File: config.mk
export PLATFORM = sky130hd
export DESIGN_NAME = frame_reader
export DESIGN_NICKNAME = d
export VERILOG_FILES = /design/src/rtl/frame_reader_pkg.sv /design/src/rtl/frame_reader_pixel_unpack_fifo.sv /design/src/rtl/frame_reader.sv
export SDC_FILE = /design/constraint.sdc
export NUM_CORES = 2
export LEC_CHECK = 0
export CAP_MARGIN = 20
export CELL_PAD_IN_SITES_DETAIL_PLACEMENT = 0
export CELL_PAD_IN_SITES_GLOBAL_PLACEMENT = 2
export CORE_MARGIN = 2
export CORE_UTILIZATION = 50
export CTS_CLUSTER_SIZE = 14
export DETAILED_ROUTE_END_ITERATION = 7
export DONT_BUFFER_PORTS = 1
export HOLD_SLACK_MARGIN = 0.08
export PLACE_DENSITY = 0.79
export SLEW_MARGIN = 10
export SYNTH_ARGS = -nofsm -noshare
export SYNTH_HDL_FRONTEND = slang
export SYNTH_SLANG_ARGS = --single-unit
File: constraint.sdc
create_clock -name clk -period 16.1 [get_ports clk]
set_input_delay 2.415 -clock clk [delete_from_list [all_inputs] [get_ports clk]]
set_output_delay 2.415 -clock clk [all_outputs]
set_load 0.02 [all_outputs]
File: src/rtl/frame_reader_pkg.sv
// Frame-buffer package shared by the fill and read paths.
// Holds the default frame geometry, DDR2 command encodings, request-FSM
// state encodings and the read-address packing helper.
package frame_reader_pkg;

   localparam logic [9:0]  FB_BASE   = 10'b0001000001;
   localparam int unsigned H_PIXELS  = 800;
   localparam int unsigned V_LINES   = 600;
   localparam int unsigned BUF_DEPTH = 16;

   localparam logic [2:0] DDR_CMD_READ  = 3'b001;
   localparam logic [2:0] DDR_CMD_WRITE = 3'b000;

   // One burst is two 128-bit beats; each beat carries four 32-bit lanes
   // of which only the low 24 bits are pixel data.
   localparam int unsigned PIX_PER_BURST = 8;
   localparam int unsigned LANES         = 4;
   localparam int unsigned LANE_W        = 32;
   localparam int unsigned PIX_W         = 24;

   typedef enum logic [1:0] {
      ReqIdle  = 2'd0,
      ReqIssue = 2'd1,
      ReqDone  = 2'd2
   } req_state_e;

   // Byte address {base, y, x, 2'b00} packed into the controller's
   // burst-aligned address field.
   function automatic logic [30:0] rd_addr(input logic [9:0] base,
                                           input logic [9:0] y,
                                           input logic [9:0] x);
      logic [31:0] byte_addr;
      byte_addr = {base, y, x, 2'b00};
      return {6'b0, byte_addr[27:5], 2'b00};
   endfunction

endpackage

File: src/rtl/frame_reader_pixel_unpack_fifo.sv
// pixel_unpack_fifo: DEPTH x 128-bit read-data buffer plus 4-lane unpacker.
// Ports:
//   clk_i, rst_ni   clock, asynchronous active-low reset
//   wr_en_i         write one read-data beat (never back-pressured)
//   wr_data_i       read-data beat, four 32-bit lanes
//   pix_o           current 24-bit pixel (0 while buffer empty)
//   pix_valid_o     pixel available
//   pix_ready_i     consumer accepts the pixel
//   free_o          pulse when the last lane of an entry is accepted
//   overflow_o      sticky: a beat was dropped because the buffer was full
module pixel_unpack_fifo #(
   parameter int unsigned DEPTH = 16
) (
   input  logic         clk_i,
   input  logic         rst_ni,
   input  logic         wr_en_i,
   input  logic [127:0] wr_data_i,
   output logic [23:0]  pix_o,
   output logic         pix_valid_o,
   input  logic         pix_ready_i,
   output logic         free_o,
   output logic         overflow_o
);
   import frame_reader_pkg::*;

   localparam int unsigned PW = $clog2(DEPTH);
   localparam int unsigned CW = $clog2(DEPTH + 1);
   localparam int unsigned EW = LANES * PIX_W;

   // Only the 24 pixel bits of each lane are stored.
   logic [EW-1:0]  mem_q [DEPTH];
   logic [EW-1:0]  wr_packed;
   logic [EW-1:0]  rd_word;
   logic [PW-1:0]  wr_ptr_q, wr_ptr_d;
   logic [PW-1:0]  rd_ptr_q, rd_ptr_d;
   logic [CW-1:0]  count_q, count_d;
   logic [1:0]     lane_q, lane_d;
   logic           overflow_q, overflow_d;
   logic           empty, full, push, pop, accept;
   logic           unused_lane_msbs;

   always_comb begin
      wr_packed = '0;
      for (int l = 0; l < int'(LANES); l++) begin
         wr_packed[l*PIX_W +: PIX_W] = wr_data_i[l*LANE_W +: PIX_W];
      end
   end

   always_comb begin
      unused_lane_msbs = ^{wr_data_i[127:120], wr_data_i[95:88],
                           wr_data_i[63:56], wr_data_i[31:24]};
   end

   always_comb begin
      empty  = (count_q == '0);
      full   = (count_q == CW'(DEPTH));
      accept = !empty && pix_ready_i;
      pop    = accept && (lane_q == 2'd3);
      // A pop in the same cycle frees the slot before the write lands.
      push   = wr_en_i && (!full || pop);
   end

   always_comb begin
      wr_ptr_d   = wr_ptr_q;
      rd_ptr_d   = rd_ptr_q;
      count_d    = count_q;
      lane_d     = lane_q;
      overflow_d = overflow_q | (wr_en_i && !push);
      if (push) begin
         wr_ptr_d = (wr_ptr_q == PW'(DEPTH - 1)) ? '0 : wr_ptr_q + PW'(1);
      end
      if (pop) begin
         rd_ptr_d = (rd_ptr_q == PW'(DEPTH - 1)) ? '0 : rd_ptr_q + PW'(1);
      end
      if (accept) begin
         lane_d = lane_q + 2'd1;
      end
      case ({push, pop})
         2'b10:   count_d = count_q + CW'(1);
         2'b01:   count_d = count_q - CW'(1);
         default: count_d = count_q;
      endcase
   end

   always_ff @(posedge clk_i or negedge rst_ni) begin
      if (!rst_ni) begin
         wr_ptr_q   <= '0;
         rd_ptr_q   <= '0;
         count_q    <= '0;
         lane_q     <= 2'd0;
         overflow_q <= 1'b0;
      end else begin
         wr_ptr_q   <= wr_ptr_d;
         rd_ptr_q   <= rd_ptr_d;
         count_q    <= count_d;
         lane_q     <= lane_d;
         overflow_q <= overflow_d;
      end
   end

   // Storage needs no reset: contents are only observed behind count_q.
   always_ff @(posedge clk_i) begin
      if (push) begin
         mem_q[wr_ptr_q] <= wr_packed;
      end
   end

   always_comb begin
      rd_word = mem_q[rd_ptr_q];
      pix_o   = '0;
      if (!empty) begin
         unique case (lane_q)
            2'd0: pix_o = rd_word[0*PIX_W +: PIX_W];
            2'd1: pix_o = rd_word[1*PIX_W +: PIX_W];
            2'd2: pix_o = rd_word[2*PIX_W +: PIX_W];
            2'd3: pix_o = rd_word[3*PIX_W +: PIX_W];
            default: pix_o = '0;
         endcase
      end
      pix_valid_o = !empty;
      free_o      = pop;
      overflow_o  = overflow_q;
   end

endmodule

File: src/rtl/frame_reader.sv
// frame_reader: streams the frame buffer out of DDR2 as a 24-bit pixel stream.
// Issues burst read commands into the address FIFO under credit control and
// unpacks returned 128-bit beats into pixels with a valid/ready handshake.
// Ports:
//   clk, rst                    clock, asynchronous active-low reset
//   enable                      stream frames continuously while high
//   af_full                     address FIFO full
//   af_addr_din/af_cmd_din      read command address and opcode
//   af_wr_en                    push one read command (one 8-pixel burst)
//   rdf_valid/rdf_dout          returned read-data beat (not back-pressurable)
//   pixel/pixel_valid/pixel_ready  output pixel stream
//   frame_start                 marks pixel (0,0) of each frame
//   busy                        a frame is being requested or drained
//   overflow                    sticky: a beat arrived while the buffer was full
module frame_reader #(
   parameter logic [9:0]  FB_BASE   = frame_reader_pkg::FB_BASE,
   parameter int unsigned H_PIXELS  = frame_reader_pkg::H_PIXELS,
   parameter int unsigned V_LINES   = frame_reader_pkg::V_LINES,
   parameter int unsigned BUF_DEPTH = frame_reader_pkg::BUF_DEPTH
) (
   input  logic         clk,
   input  logic         rst,
   input  logic         enable,
   input  logic         af_full,
   output logic [30:0]  af_addr_din,
   output logic [2:0]   af_cmd_din,
   output logic         af_wr_en,
   input  logic         rdf_valid,
   input  logic [127:0] rdf_dout,
   output logic [23:0]  pixel,
   output logic         pixel_valid,
   input  logic         pixel_ready,
   output logic         frame_start,
   output logic         busy,
   output logic         overflow
);
   import frame_reader_pkg::*;

   localparam int unsigned   CW        = $clog2(BUF_DEPTH + 1);
   localparam logic [9:0]    X_LAST    = 10'(H_PIXELS - PIX_PER_BURST);
   localparam logic [9:0]    Y_LAST    = 10'(V_LINES - 1);
   localparam logic [9:0]    OUT_X_END = 10'(H_PIXELS - 1);
   localparam logic [CW-1:0] CRED_FULL = CW'(BUF_DEPTH);

   req_state_e    state_q, state_d;
   logic [9:0]    x_q, x_d;
   logic [9:0]    y_q, y_d;
   logic [9:0]    out_x_q, out_x_d;
   logic [9:0]    out_y_q, out_y_d;
   logic [CW-1:0] credits_q, credits_d;
   logic          issue;
   logic          free;
   logic          accept;

   // Request FSM and address counters.
   always_comb begin
      state_d = state_q;
      x_d     = x_q;
      y_d     = y_q;
      issue   = 1'b0;
      unique case (state_q)
         ReqIdle: begin
            if (enable) state_d = ReqIssue;
         end
         ReqIssue: begin
            // Two credits reserve buffer space for both beats of the burst.
            if (!af_full && (credits_q >= CW'(2))) begin
               issue = 1'b1;
               if (x_q < X_LAST) begin
                  x_d = x_q + 10'd8;
               end else begin
                  x_d = '0;
                  if (y_q == Y_LAST) begin
                     y_d     = '0;
                     state_d = ReqDone;
                  end else begin
                     y_d = y_q + 10'd1;
                  end
               end
            end
         end
         ReqDone: begin
            // All credits back means every beat arrived and every pixel left.
            if (credits_q == CRED_FULL) begin
               state_d = enable ? ReqIssue : ReqIdle;
            end
         end
         default: state_d = ReqIdle;
      endcase
   end

   always_comb begin
      credits_d = credits_q;
      if (issue) credits_d = credits_d - CW'(2);
      if (free)  credits_d = credits_d + CW'(1);
   end

   // Output pixel position, used only for frame_start.
   always_comb begin
      accept  = pixel_valid && pixel_ready;
      out_x_d = out_x_q;
      out_y_d = out_y_q;
      if (accept) begin
         if (out_x_q == OUT_X_END) begin
            out_x_d = '0;
            out_y_d = (out_y_q == Y_LAST) ? 10'd0 : out_y_q + 10'd1;
         end else begin
            out_x_d = out_x_q + 10'd1;
         end
      end
   end

   always_ff @(posedge clk or negedge rst) begin
      if (!rst) begin
         state_q   <= ReqIdle;
         x_q       <= '0;
         y_q       <= '0;
         out_x_q   <= '0;
         out_y_q   <= '0;
         credits_q <= CRED_FULL;
      end else begin
         state_q   <= state_d;
         x_q       <= x_d;
         y_q       <= y_d;
         out_x_q   <= out_x_d;
         out_y_q   <= out_y_d;
         credits_q <= credits_d;
      end
   end

   always_comb begin
      af_wr_en    = issue;
      af_cmd_din  = issue ? DDR_CMD_READ : DDR_CMD_WRITE;
      af_addr_din = issue ? rd_addr(FB_BASE, y_q, x_q) : '0;
      busy        = (state_q != ReqIdle);
      frame_start = pixel_valid && (out_x_q == '0) && (out_y_q == '0);
   end

   pixel_unpack_fifo #(
      .DEPTH(BUF_DEPTH)
   ) u_unpack (
      .clk_i      (clk),
      .rst_ni     (rst),
      .wr_en_i    (rdf_valid),
      .wr_data_i  (rdf_dout),
      .pix_o      (pixel),
      .pix_valid_o(pixel_valid),
      .pix_ready_i(pixel_ready),
      .free_o     (free),
      .overflow_o (overflow)
   );

endmodule

==> impl_metrics.py <==
metrics = {
    "status": {
        "status": "finished, final reports clean",
    },
    "die": {
        "die_w_microns": 358,
        "num_rows": 129,
        "core_sq_um": 124000,
        "dieHeight_microns": 358,
        "die-area_sq_um": 128000,
        "initial_core_util": 0.505,
        "io_pins": 197,
    },
    "setup_path": {
        "worstSetupStartpointType": "register",
        "critPathKind": "register to output port",
        "r2r_end": "u_unpack.mem_q[15][16]",
        "reg2reg_setup_slack_ns": 11.53,
        "cp_top_family": "buffers and inverters",
        "rr_worst_depth": 8,
        "cp_num_buf_inv": 2,
        "reg2reg_from": "u_unpack.lane_q[0]",
        "cp.arrival_ns": 5.37,
        "cp_max_fo": 96,
        "crit_chain": "buf_12 -> buf_4 -> mux4_2 -> mux2i_1 -> o22ai_1 -> a21oi_1 -> a31oi_1",
        "worstPathRequired_ns": 13.69,
        "cp-end-kind": "output port",
        "slowest_stage": "dfrtp_4",
        "crit_path_max_incr_delay_ns": 0.84,
    },
    "timing": {
        "timing.final.crit_share": 0.484,
        "rsz0062_at_grt": "false",
        "fin_setup_tns_ns": 0,
        "worst_slew_pin_slew_ns": 1.15,
        "fin_skew_ns": 0.0228,
        "relSlewSlack": 0.228,
        "clock.fmax_mhz": 128,
        "hold_viol": 0,
        "fin_crit_ns": 7.78,
        "timing.final.max_slew_violations": 0,
        "setup_viol": 0,
    },
    "place": {
        "place.gp.congestion": 0.785,
        "io_buffers": 0,
        "dp_hpwl_microns": 84200,
    },
    "global_routing": {
        "grt.total_usage": 0.246,
        "grt_pass1_vias": 31600,
        "grtUsageMet1": 0.336,
        "overflow": 0,
        "top_usage_layer": "met2",
        "use_met3": 0.0552,
        "grt_use_met2": 0.403,
        "grt_pass1_wl_microns": 223000,
        "grt_max_degree": 113,
        "antenna_found_initial": 9,
    },
    "detailed_routing": {
        "drtPass1Iterations": 5,
        "drtAntennaViolNets": 0,
        "drc": 0,
        "routedWlPerCell_microns": 31.4,
        "drt_iter0_drc": 3559,
        "routed_wl_microns": 157000,
        "vias_per_cell": 6.24,
        "dr_total_vias": 31200,
    },
    "logic_synthesis": {
        "synth_commonest_cells": "edfxtp_1 (1536), mux2i_1 (402), mux4_2 (214)",
        "yosysMostFrequentCell": "edfxtp_1",
        "synth_top_area_cell": "edfxtp_1",
        "async_reset_ff_frac": 0.0376,
        "ys_top_cells_by_area": "edfxtp_1 (74%), mux4_2 (7.7%), mux2i_1 (6.4%)",
        "ys.flop_type": "edfxtp_1",
        "synth-edff-count": 1536,
        "ys_seq_area_frac": 0.762,
        "avgSynthCellArea_sq_um": 19.6,
        "ys_types": 61,
        "netlist_area_sq_um": 62500,
        "netlist_instances": 3183,
        "synth_top_area_frac": 0.738,
        "synth-seq-cells": 1596,
        "yosys_warnings": 0,
    },
    "clock_network": {
        "clk_path_buf_depth": 3,
        "cts_tree": "done",
        "cts_resized": 0,
        "path_clk_slew_ns": 0.06,
        "postCtsSetupBuffers": 0,
        "ctsHoldBuffers": 0,
        "htree_num_levels": 4,
        "cts_root_buf": "clkbuf_16",
        "clock_sink_count": 1596,
        "numCtsBuffers": 162,
        "clk-insertion-delay-late_ns": 0.78,
    },
    "final_layout": {
        "fillers": 9205,
        "drive_above_1_share": 0.165,
        "final_net_count": 3384,
        "area_delta_synth_final_pct": 11.0,
        "seq_area_sq_um": 47600,
        "multi_input_area_sq_um": 13900,
    },
    "min_path": {
        "min_path_type": "register to register",
        "hold_path_depth": 1,
        "min_to": "out_x_q[7]",
        "hold_start": "out_x_q[7]",
    },
    "pwr": {
        "p_sw_frac": 0.315,
        "combPwrFrac": 0.271,
        "pwr-share-seq": 0.426,
        "ir_drop_v": 0.000124,
        "p_switching_mw": 3.81,
        "total_power_mw": 12.1,
        "power.density_nw_per_um2": 174,
        "p_int_mw": 8.27,
        "power.leakage_nw": 22.7,
        "clockPowerShare": 0.303,
    },
    "run": {
        "maxCapViolCount": 0,
    },
}
## layout by cell type, fill, tap and decap left out, types with 22 or more instances in the layout
cell type	count
edfxtp_1	1536
mux2i_1	402
mux4_2	214
clkbuf_16	164
a22oi_1	159
nand2_1	137
a31oi_1	72
dfrtp_1	56
buf_4	52
clkbuf_1	36
clkinv_1	32
a21oi_1	31
and3_1	30
nor2_1	30
clkinv_2	25
xnor2_1	24
a32oi_1	24
o21ai_0	23
and2_1	22
nand3_1	22
## cells by family after synthesis
group / synth area share
buffers and inverters: 0.0190
and+or+nand+nor: 0.0246
other: 0.0000600
DFF: 0.762
muxes: 0.144
xor gates and xnor gates: 0.00434
AOI/OAI and AO/OA: 0.0419
adders and majority gates: 0.00432
## area by class of cell
type                            instances  share of cell area
Clock buffer                          200              0.0611
Multi-Input combinational cell       1389               0.201
Inverter                               20             0.00112
Clock inverter                         90              0.0129
Sequential cell                      1596               0.687
Tap cell                             1637              0.0295
Timing Repair Buffer                   60             0.00793
Antenna cell                            1           0.0000361
## registers in the layout, indices dropped and copies added (netlist names), 2 cells and up
| signal | flops |
|---|---|
| u_unpack.mem_q | 1536 |
| out_x_q | 10 |
| out_y_q | 10 |
| y_q | 10 |
| x_q | 7 |
| credits_q | 5 |
| u_unpack.count_q | 5 |
| u_unpack.rd_ptr_q | 4 |
| u_unpack.wr_ptr_q | 4 |
| state_q | 2 |
| u_unpack.lane_q | 2 |
## power groups by stage
stage / Clock (mW) / Combinational [mW] / Sequential, mW
6_report: 3.66 / 3.28 / 5.14
5_1_grt: 3.89 / 3.46 / 5.17
4_1_cts: 3.71 / 3.29 / 5.15
3_5_place_dp: 0 / 3.29 / 5.23
3_3_place_gp: 0 / 3.25 / 5.20
2_1_floorplan: 0 / 2.33 / 5.18
## worst max-delay path by stage
stage	startpoint	endpoint	slack, ns	cells past startpoint
after floorplan	pixel_ready	u_unpack.mem_q[3][0]	5.83	5
after CTS	u_unpack.rd_ptr_q[0]	pixel[15]	8.05	7
after global routing	u_unpack.rd_ptr_q[0]	pixel[13]	8.12	7
final	u_unpack.rd_ptr_q[0]	pixel[13]	8.32	7
after detailed placement	u_unpack.rd_ptr_q[0]	pixel[15]	8.90	7
after global placement	u_unpack.rd_ptr_q[0]	pixel[15]	8.95	7
## layer usage
layer / vias to the layer above / routed length (microns)
li1: 13100 / -
met1: 16500 / 62900
met2: 1278 / 77000
met3: 228 / 13200
met4: 0 / 3590
met5: - / 0
## through the flow
| step | area (sq um) | cells | setup slack (ns) | utilization | hold slack [ns] |
|---|---|---|---|---|---|
| after floorplan | 62600 | 3197 | 5.83 | - | 0.460 |
| after global placement | 64200 | 4701 | 8.95 | 0.518 | 0.482 |
| after detailed placement | 64200 | 4701 | 8.90 | 0.518 | 0.492 |
| after CTS | 69400 | 4991 | 8.05 | 0.560 | 0.507 |
| after global routing | 69400 | 4992 | 8.12 | 0.560 | 0.530 |
| final | 69400 | 4993 | 8.32 | 0.560 | 0.506 |
(Power assumes the default switching activity.)
